File: config.mk
export PLATFORM = sky130hd
export DESIGN_NAME = reg_xfer_ctrl_flat
export DESIGN_NICKNAME = d
export VERILOG_FILES = /design/src/rtl/reg_xfer_ctrl_pkg.sv /design/src/rtl/reg_xfer_ctrl_if.sv /design/src/rtl/reg_xfer_ctrl_reg_sel_decode.sv /design/src/rtl/reg_xfer_ctrl.sv /design/src/flat_wrapper.sv
export SDC_FILE = /design/constraint.sdc
export NUM_CORES = 1
export LEC_CHECK = 0
export BUFFER_PORTS_ARGS = -buffer_cell sky130_fd_sc_hd__buf_4
export CAP_MARGIN = 20
export CORE_MARGIN = 5
export CORE_UTILIZATION = 40
export DETAILED_ROUTE_END_ITERATION = 10
export HOLD_SLACK_MARGIN = 0.08
export PLACE_DENSITY = 0.7
export SYNTH_ARGS = -nofsm -noshare
export SYNTH_HDL_FRONTEND = slang
export SYNTH_HIERARCHICAL = 1
export SYNTH_SLANG_ARGS = --single-unit
File: constraint.sdc
create_clock -name clk -period 2.1 [get_ports clk]
set_input_delay 0.21 -clock clk [delete_from_list [all_inputs] [get_ports clk]]
set_output_delay 0.21 -clock clk [all_outputs]
set_load 0.02 [all_outputs]
File: src/rtl/reg_xfer_ctrl_pkg.sv
// Shared types for the register-bus transfer sequencer: op codes, FSM states,
// default geometry and small op classification helpers.
package reg_xfer_ctrl_pkg;

  localparam int DATA_W_DEF   = 8;
  localparam int NUM_REGS_DEF = 8;
  localparam int SEL_W_DEF    = 3;

  typedef enum logic [1:0] {
    OP_MOV   = 2'b00,
    OP_LDI   = 2'b01,
    OP_RDOUT = 2'b10,
    OP_RSVD  = 2'b11
  } op_e;

  typedef enum logic [2:0] {
    ST_IDLE,
    ST_READ,
    ST_CAPT,
    ST_WRITE,
    ST_DONE
  } state_e;

  function automatic logic op_uses_src(input op_e op);
    return (op == OP_MOV) || (op == OP_RDOUT);
  endfunction

  function automatic logic op_uses_dst(input op_e op);
    return (op == OP_MOV) || (op == OP_LDI);
  endfunction

endpackage

File: src/rtl/reg_xfer_ctrl_if.sv
// Request side plus register-bus side of the transfer sequencer, bundled.
// The slave modport is the sequencer's view; master is the requester/register side.
interface reg_xfer_ctrl_if
  import reg_xfer_ctrl_pkg::*;
#(
  parameter int DATA_W   = DATA_W_DEF,
  parameter int NUM_REGS = NUM_REGS_DEF,
  parameter int SEL_W    = SEL_W_DEF
);
  logic                start;
  logic [1:0]          op;
  logic [SEL_W-1:0]    src_sel;
  logic [SEL_W-1:0]    dst_sel;
  logic [DATA_W-1:0]   imm;
  logic [DATA_W-1:0]   reg_rdata;
  logic [NUM_REGS-1:0] rs;
  logic                rd;
  logic                wr;
  logic [DATA_W-1:0]   wdata;
  logic [DATA_W-1:0]   result;
  logic                busy;
  logic                done;
  logic                err;

  modport master (
    output start, op, src_sel, dst_sel, imm, reg_rdata,
    input  rs, rd, wr, wdata, result, busy, done, err
  );

  modport slave (
    input  start, op, src_sel, dst_sel, imm, reg_rdata,
    output rs, rd, wr, wdata, result, busy, done, err
  );
endinterface

File: src/rtl/reg_xfer_ctrl_reg_sel_decode.sv
// Register index to one-hot select decoder with an out-of-range flag.
module reg_sel_decode #(
  parameter int SEL_W    = 3,
  parameter int NUM_REGS = 8
) (
  input  logic [SEL_W-1:0]    sel_i,
  output logic [NUM_REGS-1:0] onehot_o,
  output logic                oor_o
);
  for (genvar gi = 0; gi < NUM_REGS; gi++) begin : g_dec
    assign onehot_o[gi] = (sel_i == SEL_W'(gi));
  end

  // Indices past NUM_REGS decode to all-zero; the flag lets callers reject them.
  assign oor_o = (32'(sel_i) >= 32'(NUM_REGS));
endmodule

File: src/rtl/reg_xfer_ctrl.sv
// Register-bus sequencer: one MOV / LDI / RDOUT transfer per request, driving
// select, read/write strobes and the write-data bus of the register file.
module reg_xfer_ctrl
  import reg_xfer_ctrl_pkg::*;
#(
  parameter int DATA_W   = DATA_W_DEF,
  parameter int NUM_REGS = NUM_REGS_DEF,
  parameter int SEL_W    = SEL_W_DEF
) (
  input  logic           clk,
  input  logic           rst,
  reg_xfer_ctrl_if.slave bus
);
  state_e              state_q, state_d;
  op_e                 op_q, op_d;
  logic [NUM_REGS-1:0] src_oh_q, src_oh_d;
  logic [NUM_REGS-1:0] dst_oh_q, dst_oh_d;
  logic [DATA_W-1:0]   data_q, data_d;
  logic [DATA_W-1:0]   wdata_q, wdata_d;
  logic [DATA_W-1:0]   result_q, result_d;
  logic                err_q, err_d;

  logic [NUM_REGS-1:0] src_oh, dst_oh;
  logic                src_oor, dst_oor;
  logic                req_bad;
  op_e                 req_op;
  logic [NUM_REGS-1:0] rs_sel;
  logic                rd_stb, wr_stb;

  reg_sel_decode #(.SEL_W(SEL_W), .NUM_REGS(NUM_REGS)) u_src_dec (
    .sel_i    (bus.src_sel),
    .onehot_o (src_oh),
    .oor_o    (src_oor)
  );

  reg_sel_decode #(.SEL_W(SEL_W), .NUM_REGS(NUM_REGS)) u_dst_dec (
    .sel_i    (bus.dst_sel),
    .onehot_o (dst_oh),
    .oor_o    (dst_oor)
  );

  // Only indices the op actually uses can make a request illegal.
  assign req_op  = op_e'(bus.op);
  assign req_bad = (req_op == OP_RSVD)
                || (op_uses_src(req_op) && src_oor)
                || (op_uses_dst(req_op) && dst_oor);

  always_ff @(posedge clk or posedge rst) begin
    if (rst) begin
      state_q  <= ST_IDLE;
      op_q     <= OP_MOV;
      src_oh_q <= '0;
      dst_oh_q <= '0;
      data_q   <= '0;
      wdata_q  <= '0;
      result_q <= '0;
      err_q    <= 1'b0;
    end else begin
      state_q  <= state_d;
      op_q     <= op_d;
      src_oh_q <= src_oh_d;
      dst_oh_q <= dst_oh_d;
      data_q   <= data_d;
      wdata_q  <= wdata_d;
      result_q <= result_d;
      err_q    <= err_d;
    end
  end

  always_comb begin
    state_d  = state_q;
    op_d     = op_q;
    src_oh_d = src_oh_q;
    dst_oh_d = dst_oh_q;
    data_d   = data_q;
    wdata_d  = wdata_q;
    result_d = result_q;
    err_d    = err_q;
    rs_sel   = '0;
    rd_stb   = 1'b0;
    wr_stb   = 1'b0;

    unique case (state_q)
      ST_IDLE: begin
        if (bus.start) begin
          op_d     = req_op;
          src_oh_d = src_oh;
          dst_oh_d = dst_oh;
          data_d   = bus.imm;
          err_d    = req_bad;
          if (req_bad) begin
            state_d = ST_DONE;
          end else if (req_op == OP_LDI) begin
            wdata_d = bus.imm;
            state_d = ST_WRITE;
          end else begin
            state_d = ST_READ;
          end
        end
      end
      ST_READ: begin
        rs_sel  = src_oh_q;
        rd_stb  = 1'b1;
        state_d = ST_CAPT;
      end
      ST_CAPT: begin
        data_d = bus.reg_rdata;
        if (op_q == OP_MOV) begin
          wdata_d = bus.reg_rdata;
          state_d = ST_WRITE;
        end else begin
          result_d = bus.reg_rdata;
          state_d  = ST_DONE;
        end
      end
      ST_WRITE: begin
        rs_sel  = dst_oh_q;
        wr_stb  = 1'b1;
        state_d = ST_DONE;
        // Moved value becomes visible on result together with done.
        if (op_q == OP_MOV) begin
          result_d = data_q;
        end
      end
      ST_DONE: begin
        state_d = ST_IDLE;
      end
      default: begin
        state_d = ST_IDLE;
      end
    endcase
  end

  assign bus.rs     = rs_sel;
  assign bus.rd     = rd_stb;
  assign bus.wr     = wr_stb;
  assign bus.wdata  = wdata_q;
  assign bus.result = result_q;
  assign bus.busy   = (state_q != ST_IDLE);
  assign bus.done   = (state_q == ST_DONE);
  assign bus.err    = (state_q == ST_DONE) && err_q;
endmodule
File: src/flat_wrapper.sv
// flat-port wrapper written by rule: the top's interface ports become plain ports
module reg_xfer_ctrl_flat import reg_xfer_ctrl_pkg::*;
#(
  parameter int DATA_W   = DATA_W_DEF,
  parameter int NUM_REGS = NUM_REGS_DEF,
  parameter int SEL_W    = SEL_W_DEF
)
  (clk, rst, bus_start, bus_op, bus_src_sel, bus_dst_sel, bus_imm, bus_reg_rdata, bus_rs, bus_rd, bus_wr, bus_wdata, bus_result, bus_busy, bus_done, bus_err);
  reg_xfer_ctrl_if #(.DATA_W(DATA_W), .NUM_REGS(NUM_REGS), .SEL_W(SEL_W)) bus_i ();
  input  logic clk;
  input  logic rst;
  input wire logic [$bits(bus_i.start)-1:0] bus_start;
  input wire logic [$bits(bus_i.op)-1:0] bus_op;
  input wire logic [$bits(bus_i.src_sel)-1:0] bus_src_sel;
  input wire logic [$bits(bus_i.dst_sel)-1:0] bus_dst_sel;
  input wire logic [$bits(bus_i.imm)-1:0] bus_imm;
  input wire logic [$bits(bus_i.reg_rdata)-1:0] bus_reg_rdata;
  output wire logic [$bits(bus_i.rs)-1:0] bus_rs;
  output wire logic [$bits(bus_i.rd)-1:0] bus_rd;
  output wire logic [$bits(bus_i.wr)-1:0] bus_wr;
  output wire logic [$bits(bus_i.wdata)-1:0] bus_wdata;
  output wire logic [$bits(bus_i.result)-1:0] bus_result;
  output wire logic [$bits(bus_i.busy)-1:0] bus_busy;
  output wire logic [$bits(bus_i.done)-1:0] bus_done;
  output wire logic [$bits(bus_i.err)-1:0] bus_err;
  assign bus_i.start = bus_start;
  assign bus_i.op = bus_op;
  assign bus_i.src_sel = bus_src_sel;
  assign bus_i.dst_sel = bus_dst_sel;
  assign bus_i.imm = bus_imm;
  assign bus_i.reg_rdata = bus_reg_rdata;
  assign bus_rs = bus_i.rs;
  assign bus_rd = bus_i.rd;
  assign bus_wr = bus_i.wr;
  assign bus_wdata = bus_i.wdata;
  assign bus_result = bus_i.result;
  assign bus_busy = bus_i.busy;
  assign bus_done = bus_i.done;
  assign bus_err = bus_i.err;
  reg_xfer_ctrl #(.DATA_W(DATA_W), .NUM_REGS(NUM_REGS), .SEL_W(SEL_W)) u_core (.clk(clk), .rst(rst), .bus(bus_i));
endmodule
# Yosys cells after proc, flatten, opt, wreduce, memory -nomap -nowiden
# Index checks and enable logic that the tools add are counted.
# Widths: inputs -> output; s select.
word_totals:
  ff_bits: 46
  input_bits: 27
  out_inout_bits: 29
  wordCells: 64
classes:
  eq_ne: 26
  mux: 18
  n_reduce_logical: 12
ops:
  columns: ["cell", "n"]
  rows:
  - ["$pmux 8 s2", 4]
  - ["$mux 8", 7]
  - ["$eq 3x3->1 const B", 9]
  - ["$eq 3x2->1 const B", 6]
  - ["$pmux 3 s4", 1]
  - ["$eq 3x1->1 const B", 3]
  - ["$logic_not 3->1", 3]
  - ["$mux 3", 3]
  - ["$ne 2x1->1 const B", 3]
  - ["$ne 2x2->1 const B", 3]
  - ["$reduce_and 5->1", 1]
  - ["$reduce_and 2->1", 2]
  - ["$reduce_bool 2->1", 2]
  - ["$reduce_and 3->1", 1]
  - ["$reduce_bool 3->1", 1]
  - ["$eq 2x1->1 const B", 1]
  - ["$eq 2x2->1 const B", 1]
  - ["$logic_not 2->1", 1]
  - ["$mux 1", 2]
  - ["$mux 2", 1]
  - ["$logic_and 1x1->1", 1]

# Depth between registers and ports, before layout
# Gate-level depths: netlist (run 1).
logic_depth:
  word_depth: 5
  depth_mapped: 6
  ltp_nobuf: 3

# Hierarchy
# Netlist (run 1), hierarchy kept.
by_module_without_submodules:
  columns: ["mod", "n_inst", "cells_per_inst", "area_each_um2", "seq_area_each_um2"]
  rows:
  - ["reg_xfer_ctrl", 1, 167, 2292.2, 1151.1]
  - ["reg_sel_decode", 2, 10, 76.3, 0.0]

# Worst setup path before layout (run 1)
# Ideal clock, no wire load.
synth_path:
  path_type: "reg-to-reg"
  from: "register u_core.state_q[2]"
  to: "register u_core.wdata_q[1] (netlist: u_core/bus.wdata[1])"
  setup_time_ps: 125
  arrival_time_ps: 1624
  required_time_ps: 1975
  setup_slack_ps: 351
  path_stages_with_launch: 6
  path_buffers: 2
  synth_period_minus_slack_ps: 1749
  path_cell_list: "dfrtp_1 buf_6 nor3b_4 buf_6 mux2_2 mux2_4"
synth_via:
  elab_chain_len: 3
  word_cells_on_any_way: 9
  cone_classes: "eq/ne (5); mux (1); reduce/logical (3)"
synth_lines:
  columns: ["element", "line_no", "rtl"]
  rows:
  - ["from (decl)", "reg_xfer_ctrl.sv:14", "state_e state_q, state_d;"]
  - ["from (signal assigned)", "reg_xfer_ctrl.sv:59", "state_q <= state_d;"]
  - ["$eq 3x2->1 or $logic_not 3->1 (tied branches)", "reg_xfer_ctrl.sv:83", "unique case (state_q)"]
  - ["$ne 2x1->1 (no source line) (tied with other cells)", null, null]
  - ["$reduce_and 5->1 (no source line)", null, null]
  - ["to (signal assigned)", "reg_xfer_ctrl.sv:64", "wdata_q <= wdata_d;"]
  - ["to (decl)", "reg_xfer_ctrl.sv:19", "logic [DATA_W-1:0] wdata_q, wdata_d;"]
# Parallel ways exist; a longest one is shown, timed or not.
# A chain may end at the register's enable or synchronous reset.

# Worst setup path after layout (run 1)
layout_path:
  from: "register u_core.state_q[2]"
  to: "output port bus_rs[1]"
layout_via:
  elab_chain_len: 2
  word_cells_on_any_way: 3
  cone_classes: "eq/ne (2); mux (1)"
layout_lines:
  columns: ["element", "line_no", "rtl"]
  rows:
  - ["$eq 3x2->1 or $eq 3x1->1 (tied branches)", "reg_xfer_ctrl.sv:83", null]
  - ["$pmux 8 s2 (*)", "reg_xfer_ctrl.sv:83", null]
  - ["to (decl)", "flat_wrapper.sv:18", "output wire logic [$bits(bus_i.rs)-1:0] bus_rs;"]
# Every way passes the cells marked *; elsewhere a longest branch is shown, timed or not.

==> flow_summary_export.csv, run 1 <==
group,metric,value,unit
outcome,status,"complete, no violations",
yosys,netlist_area,2440,um2
die,ios,56,
clock_tree,cts.clk_slew.worst_paths,0.09,ns
worst_setup_path,crit_slowest_cell,"dfrtp_2",
sta,fin_crit_sh,0.948,
finish,drive_gt1_frac,0.555,
route,ant_nets,0,
sta,fmax,0.503,GHz
power,vdd_ir_drop_max,0.706,mV
place,gp_congestion,0.760,
worst_setup_path,cp_max_fo,11,
worst_setup_path,crit_arrival,1.78,ns
clock_tree,cts_buffer_depth,2,
global_route,grt_first_pass_wirelength,8610,um
clock_tree,postCtsSetupBuffers,0,
yosys,synthArstFlopShare,1.00,
yosys,yosys.cell_types.count,36,
flow_run,maxCapViolCount,0,
finish,fillers,534,
sta,finalMaxSlewViolations,0,
min_path,min-delay-path-class,"in -> reg",
route,drt-total-wl,5120,um
finish,nets,271,
sta,finalSetupTns,0,ns
worst_setup_path,critPathRequiredTime,1.89,ns
sta,hold_violations,0,
worst_setup_path,crit_chain,"nand3b_4 -> clkinvlp_4 -> a22o_1 -> buf_4",
yosys,synth_cells,187,
worst_setup_path,critPathCaptureType,"output port",
place,dp_hpwl,3740,um
die,die_h,88.2,um
finish,final-seq-area,1150,um2
route,avgViaCountPerCell,5.09,
clock_tree,cts_root_buf,"clkbuf_8",
sta,setup_violations,0,
yosys,synth_edf_count,0,
yosys,synth.net_count,214,
global_route,grt_pass1_vias,1733,
die,dieArea,7780,um2
finish,multi_input_area,1170,um2
yosys,seq_area_frac_synth,0.471,
yosys,synth_seq_cells,46,
global_route,antenna_found_initial,0,
clock_tree,cts_buffers,5,
route,drtIter0Drc,30,
die,coreArea,5920,um2
yosys,synth_common_cells,"dfrtp_1, mux2_2, mux2i_1, nand2_1",
worst_setup_path,critPathKind,"reg -> out",
route,wl_per_cell,16.0,um
sta,layout_min_cycle_time,1.99,ns
die,num_rows,28,
yosys,synth-main-ff-cell,"dfrtp_1",
sta,skew,0.00744,ns
clock_tree,cts_tree,"yes",
route,drc_errors,0,
sta,whs,0.139,ns
power,p_leak,1.42,nW
worst_setup_path,worst_setup_path_start_kind,"flip-flop",
die,die_x,88.2,um
yosys,yosys.area.top_type,"dfrtp_1",
clock_tree,clk_latency,0.29,ns
clock_tree,cts_sinks,46,
yosys,synth_area_leaders,"dfrtp_1, mux2_2, mux2_4",
yosys,ys_warn_count,6,
finish,area_growth,23.3,%
global_route,grt_start_max_net_pins,29,
place,place.port_buffers,55,
route,dr.pass1.iters,3,
finish,diodes,0,
worst_setup_path,cpPeakStageDelay,0.52,ns
global_route,grt_overflow_total,0,
global_route,grt_usage,0.143,
yosys,synth_most_common_cell,"dfrtp_1",
route,vias,1628,
sta,grt_setup_unrepaired,"false",
power,cellPowerDensity,1370,nW/um2
die,start_util,0.413,
clock_tree,cts_max_level,2,
yosys,syn_area_per_cell,13.1,um2
yosys,netlist.area_leader.share,0.471,
==> report_power, final <==
part | switching, mW | internal (mW) | leakage, nW
logic | 0.876 | 0.991 | 0.800
registers | 0.323 | 1.30 | 0.574
clock network | 0.287 | 0.355 | 0.0514
==> stage by stage <==
step / setup slack, ns / total power [mW] / utilization / instance area [um2] / instances
6_report: 0.110 / 4.13 / 0.509 / 3020 / 320
5_1_grt: 0.0140 / 4.40 / 0.509 / 3020 / 320
4_1_cts: 0.0137 / 4.18 / 0.508 / 3010 / 320
3_5_place_dp: 0.204 / 3.52 / 0.488 / 2890 / 311
3_3_place_gp: 0.225 / 3.47 / 0.488 / 2890 / 311
2_1_floorplan: 0.351 / 2.95 / - / 2440 / 187
==> worst max-delay path: cells and delay by family (launching register included) <==
kind / cells / cell delay [ns]
flip-flops: 1 / 0.52
buffers and inverters: 2 / 0.39
AND/OR/NAND/NOR: 1 / 0.29
AO/OA/AOI/OAI: 1 / 0.29
==> per-layer routing <==
metal,GRT usage,up-vias,share of wire
met5,0,-,0
met4,0.0453,0,0.0090
met3,0.0414,2,0.053
met2,0.231,30,0.49
met1,0.185,798,0.45
li1,-,798,-
==> cell families after synthesis <==
| kind of cell | synth area share |
|---|---|
| buf+inv | 0.0502 |
| flops | 0.471 |
| other cells | 0.00307 |
| mux | 0.279 |
| compound gates | 0.0722 |
| simple gates | 0.124 |
==> repair_timing <==
item	4_1_cts	5_1_grt
gates resized for setup	1	2
hold buffers	1	0
setup endpoints to repair	8	8
endpoints found under the hold margin	13	0
==> area by class of cell <==
type	count	area share
Clock buffer	6	0.0241
Clock inverter	2	0.0124
Multi-Input combinational cell	125	0.388
Tap cell	75	0.0311
Timing Repair Buffer	62	0.155
Sequential cell	46	0.383
Inverter	4	0.00622
==> sequential cells by signal, summed over array words and instances (netlist names) <==
name               cells
u_core/bus.result      8
u_core/src_oh_q        8
u_core/err_q           1
u_core/data_q          8
u_core/dst_oh_q        8
u_core/bus.wdata       8
u_core/state_q         3
u_core/op_q            2
==> worst paths after layout <==
check	from	to	slack (ns)	cells past startpoint
min	bus_reg_rdata[7]	u_core/data_q[7]$_DFFE_PP0P_	0.14	3
min reg2reg	u_core/src_oh_q[1]$_DFFE_PP0P_	u_core/src_oh_q[1]$_DFFE_PP0P_	0.51	1
min in group asynchronous	rst	u_core/bus.wdata[2]$_DFFE_PP0P_	0.41	3
max reg2reg	u_core/state_q[1]$_DFFE_PP0P_	u_core/bus.wdata[3]$_DFFE_PP0P_	0.23	4
max	u_core/state_q[2]$_DFFE_PP0P_	bus_rs[1]	0.11	4
max in group asynchronous	rst	u_core/state_q[0]$_DFFE_PP0P_	1.12	4
==> layout by cell type (no fill, tap or decap), types with 2 or more instances in the layout <==
cell type | synthesis | routed
clkinvlp_4 | 0 | 2
nor3_1 | 4 | 4
o21ai_0 | 7 | 7
a22o_1 | 8 | 8
clkbuf_8 | 0 | 5
conb_1 | 2 | 2
dfrtp_2 | 0 | 2
nor3b_1 | 7 | 7
mux2_2 | 41 | 41
nor2_1 | 3 | 3
and3b_2 | 6 | 6
dfrtp_1 | 46 | 44
buf_4 | 4 | 61
and3_2 | 2 | 2
mux2_4 | 8 | 8
o21ai_1 | 2 | 2
inv_1 | 3 | 2
nand2_1 | 9 | 9
mux2i_1 | 9 | 9
(Power assumes the default switching activity.)
==> run 2: changes to the inputs <==
==> constraint.sdc (replaced) <==
create_clock -name clk -period 2.1 [get_ports clk]
set_input_delay 0.42 -clock clk [delete_from_list [all_inputs] [get_ports clk]]
set_output_delay 0.42 -clock clk [all_outputs]
set_load 0.02 [all_outputs]
==> flow_summary_export.csv, run 2 (synthesis gave the netlist of run 1 again) <==
group,metric,value,unit
clock_tree,cts_root_buf,"clkbuf_8",
clock_tree,cts_buffer_depth,2,
clock_tree,cts_buffers,5,
global_route,grt_pass1_vias,1677,
power,clkPwrFrac,0.156,
power,vdd_ir_drop_max,0.575,mV
worst_setup_path,reg2regPathDepth,4,
route,wl_per_cell,15.5,um
sta,maxSlewHeadroom,0.612,
die,die_h,88.2,um
finish,area_growth,23.4,%
global_route,antenna_found_initial,0,
route,drtIter0Drc,38,
min_path,min-delay-path-class,"in -> async",
place,placed_cells,313,
global_route,grt_start_max_net_pins,29,
route,drt-total-wl,4990,um
die,dieArea,7780,um2
clock_tree,cts.clk_slew.worst_paths,0.09,ns
worst_setup_path,crit_chain,"nand3b_4 -> clkinv_2 -> a22o_1 -> buf_4",
place,pre_cts_slack,0.230,ns
sta,setup_violations,0,
sta,finalMaxSlewViolations,0,
sta,layout_min_cycle_time,1.97,ns
route,avgViaCountPerCell,5.09,
sta,finalSetupTns,0,ns
global_route,grt_overflow_total,0,
power,combPwrFrac,0.455,
sta,worst_pin_slew,0.581,ns
worst_setup_path,critPathRequiredTime,1.68,ns
sta,skew,0.00731,ns
power,p_sw_frac,0.357,
sta,fmax,0.507,GHz
finish,diodes,0,
power,power.switching,1.48,mW
die,num_rows,28,
global_route,grt_usage,0.136,
finish,mostFrequentLayoutCell,"buf_4",
power,internal_power,2.65,mW
sta,whs,0.187,ns
global_route,gr-usage-met1,0.193,
worst_setup_path,critPathCaptureType,"output port",
worst_setup_path,crit_arrival,1.55,ns
power,pwr-share-seq,0.389,
worst_setup_path,cp_max_fo,10,
finish,layoutNonFillerInstCount,321,
finish,nets,272,
route,ant_nets,0,
global_route,grt_first_pass_wirelength,8210,um
worst_setup_path,worst_setup_path_start_kind,"flip-flop",
die,die_x,88.2,um
die,coreArea,5920,um2
die,start_util,0.413,
worst_setup_path,crit_slowest_cell,"dfrtp_1",
flow_run,maxCapViolCount,0,
route,drc_errors,0,
global_route,met2_usage,0.205,
worst_setup_path,crit_family,"flip-flops",
route,vias,1634,
worst_setup_path,crit_cells,4,
place,place.port_buffers,55,
power,cellPowerDensity,1370,nW/um2
clock_tree,cts_sinks,46,
sta,hold_violations,0,
worst_setup_path,cp_num_buf_inv,2,
sta,fin_crit_sh,0.940,
clock_tree,cts_tree,"yes",
place,dp_hpwl,3560,um
sta,finalWorstSetupSlack,0.126,ns
clock_tree,clk_latency,0.29,ns
clock_tree,hold_buffers,0,
finish,mostFrequentLayoutCells,"buf_4, dfrtp_1, mux2_2",
power,p_leak,1.44,nW
finish,drive_gt1_frac,0.565,
global_route,grtUsageMet3,0.0301,
global_route,top_usage_layer,"met2",
finish,fin_util,0.510,
worst_setup_path,cpPeakStageDelay,0.53,ns
clock_tree,cts_max_level,2,
outcome,status,"complete, no violations",
place,gp_congestion,0.803,
route,dr.pass1.iters,4,
die,ios,56,
sta,grt_setup_unrepaired,"false",
worst_setup_path,critPathKind,"reg -> out",
[run 2: cell types whose count changed in the layout (fill, tap and decap cells not counted)]
cell / before / now
clkinv_2: 0 / 3
clkbuf_1: 1 / 0
clkinvlp_4: 2 / 0
dlygate4sd3_1: 1 / 0
buf_4: 61 / 63
[run 2: final timing paths]
path                                                start                              end  slack, ns
hold / removal                                        rst     u_core/data_q[2]$_DFFE_PP0P_       0.19
max in group asynchronous                             rst   u_core/dst_oh_q[4]$_DFFE_PP0P_       1.30
min in group clk                         bus_reg_rdata[7]     u_core/data_q[7]$_DFFE_PP0P_       0.35
hold reg to reg            u_core/src_oh_q[1]$_DFFE_PP0P_   u_core/src_oh_q[1]$_DFFE_PP0P_       0.51
setup / recovery            u_core/state_q[1]$_DFFE_PP0P_                        bus_rs[4]       0.13
setup reg to reg            u_core/state_q[1]$_DFFE_PP0P_  u_core/bus.wdata[0]$_DFFE_PP0P_       0.22
[run 2: metal layers]
metal | vias to the layer above | share of wire
li1 | 787 | -
met1 | 801 | 0.47
met2 | 40 | 0.47
met3 | 6 | 0.050
met4 | 0 | 0.016
met5 | - | 0
[run 2: through the flow]
step,area (um2),power [mW]
2_1_floorplan,2440,2.95
3_3_place_gp,2900,3.48
3_5_place_dp,2900,3.52
4_1_cts,3020,4.18
5_1_grt,3020,4.40
6_report,3020,4.13
[run 2: power groups by stage]
stage               registers, mW  clock network (mW)  logic, mW
global placement             1.61                   0       1.87
floorplan                    1.69                   0       1.26
CTS                          1.61               0.667       1.91
detailed placement           1.62                   0       1.90
global route                 1.67               0.703       2.03
finish                       1.60               0.645       1.88
[run 2: cell type report]
class / instances / area [um2]
Clock inverter: 3 / 40.0
Fill cell: 544 / 2900
Clock buffer: 5 / 68.8
Inverter: 4 / 16.3
Tap cell: 75 / 93.8
Sequential cell: 46 / 1150
Multi-Input combinational cell: 125 / 1170
Timing Repair Buffer: 63 / 473
[run 2: repair_timing]
action | CTS | global route
buffers inserted | 0 | 0
resized for setup | 2 | 1
setup endpoints to repair | 8 | 8
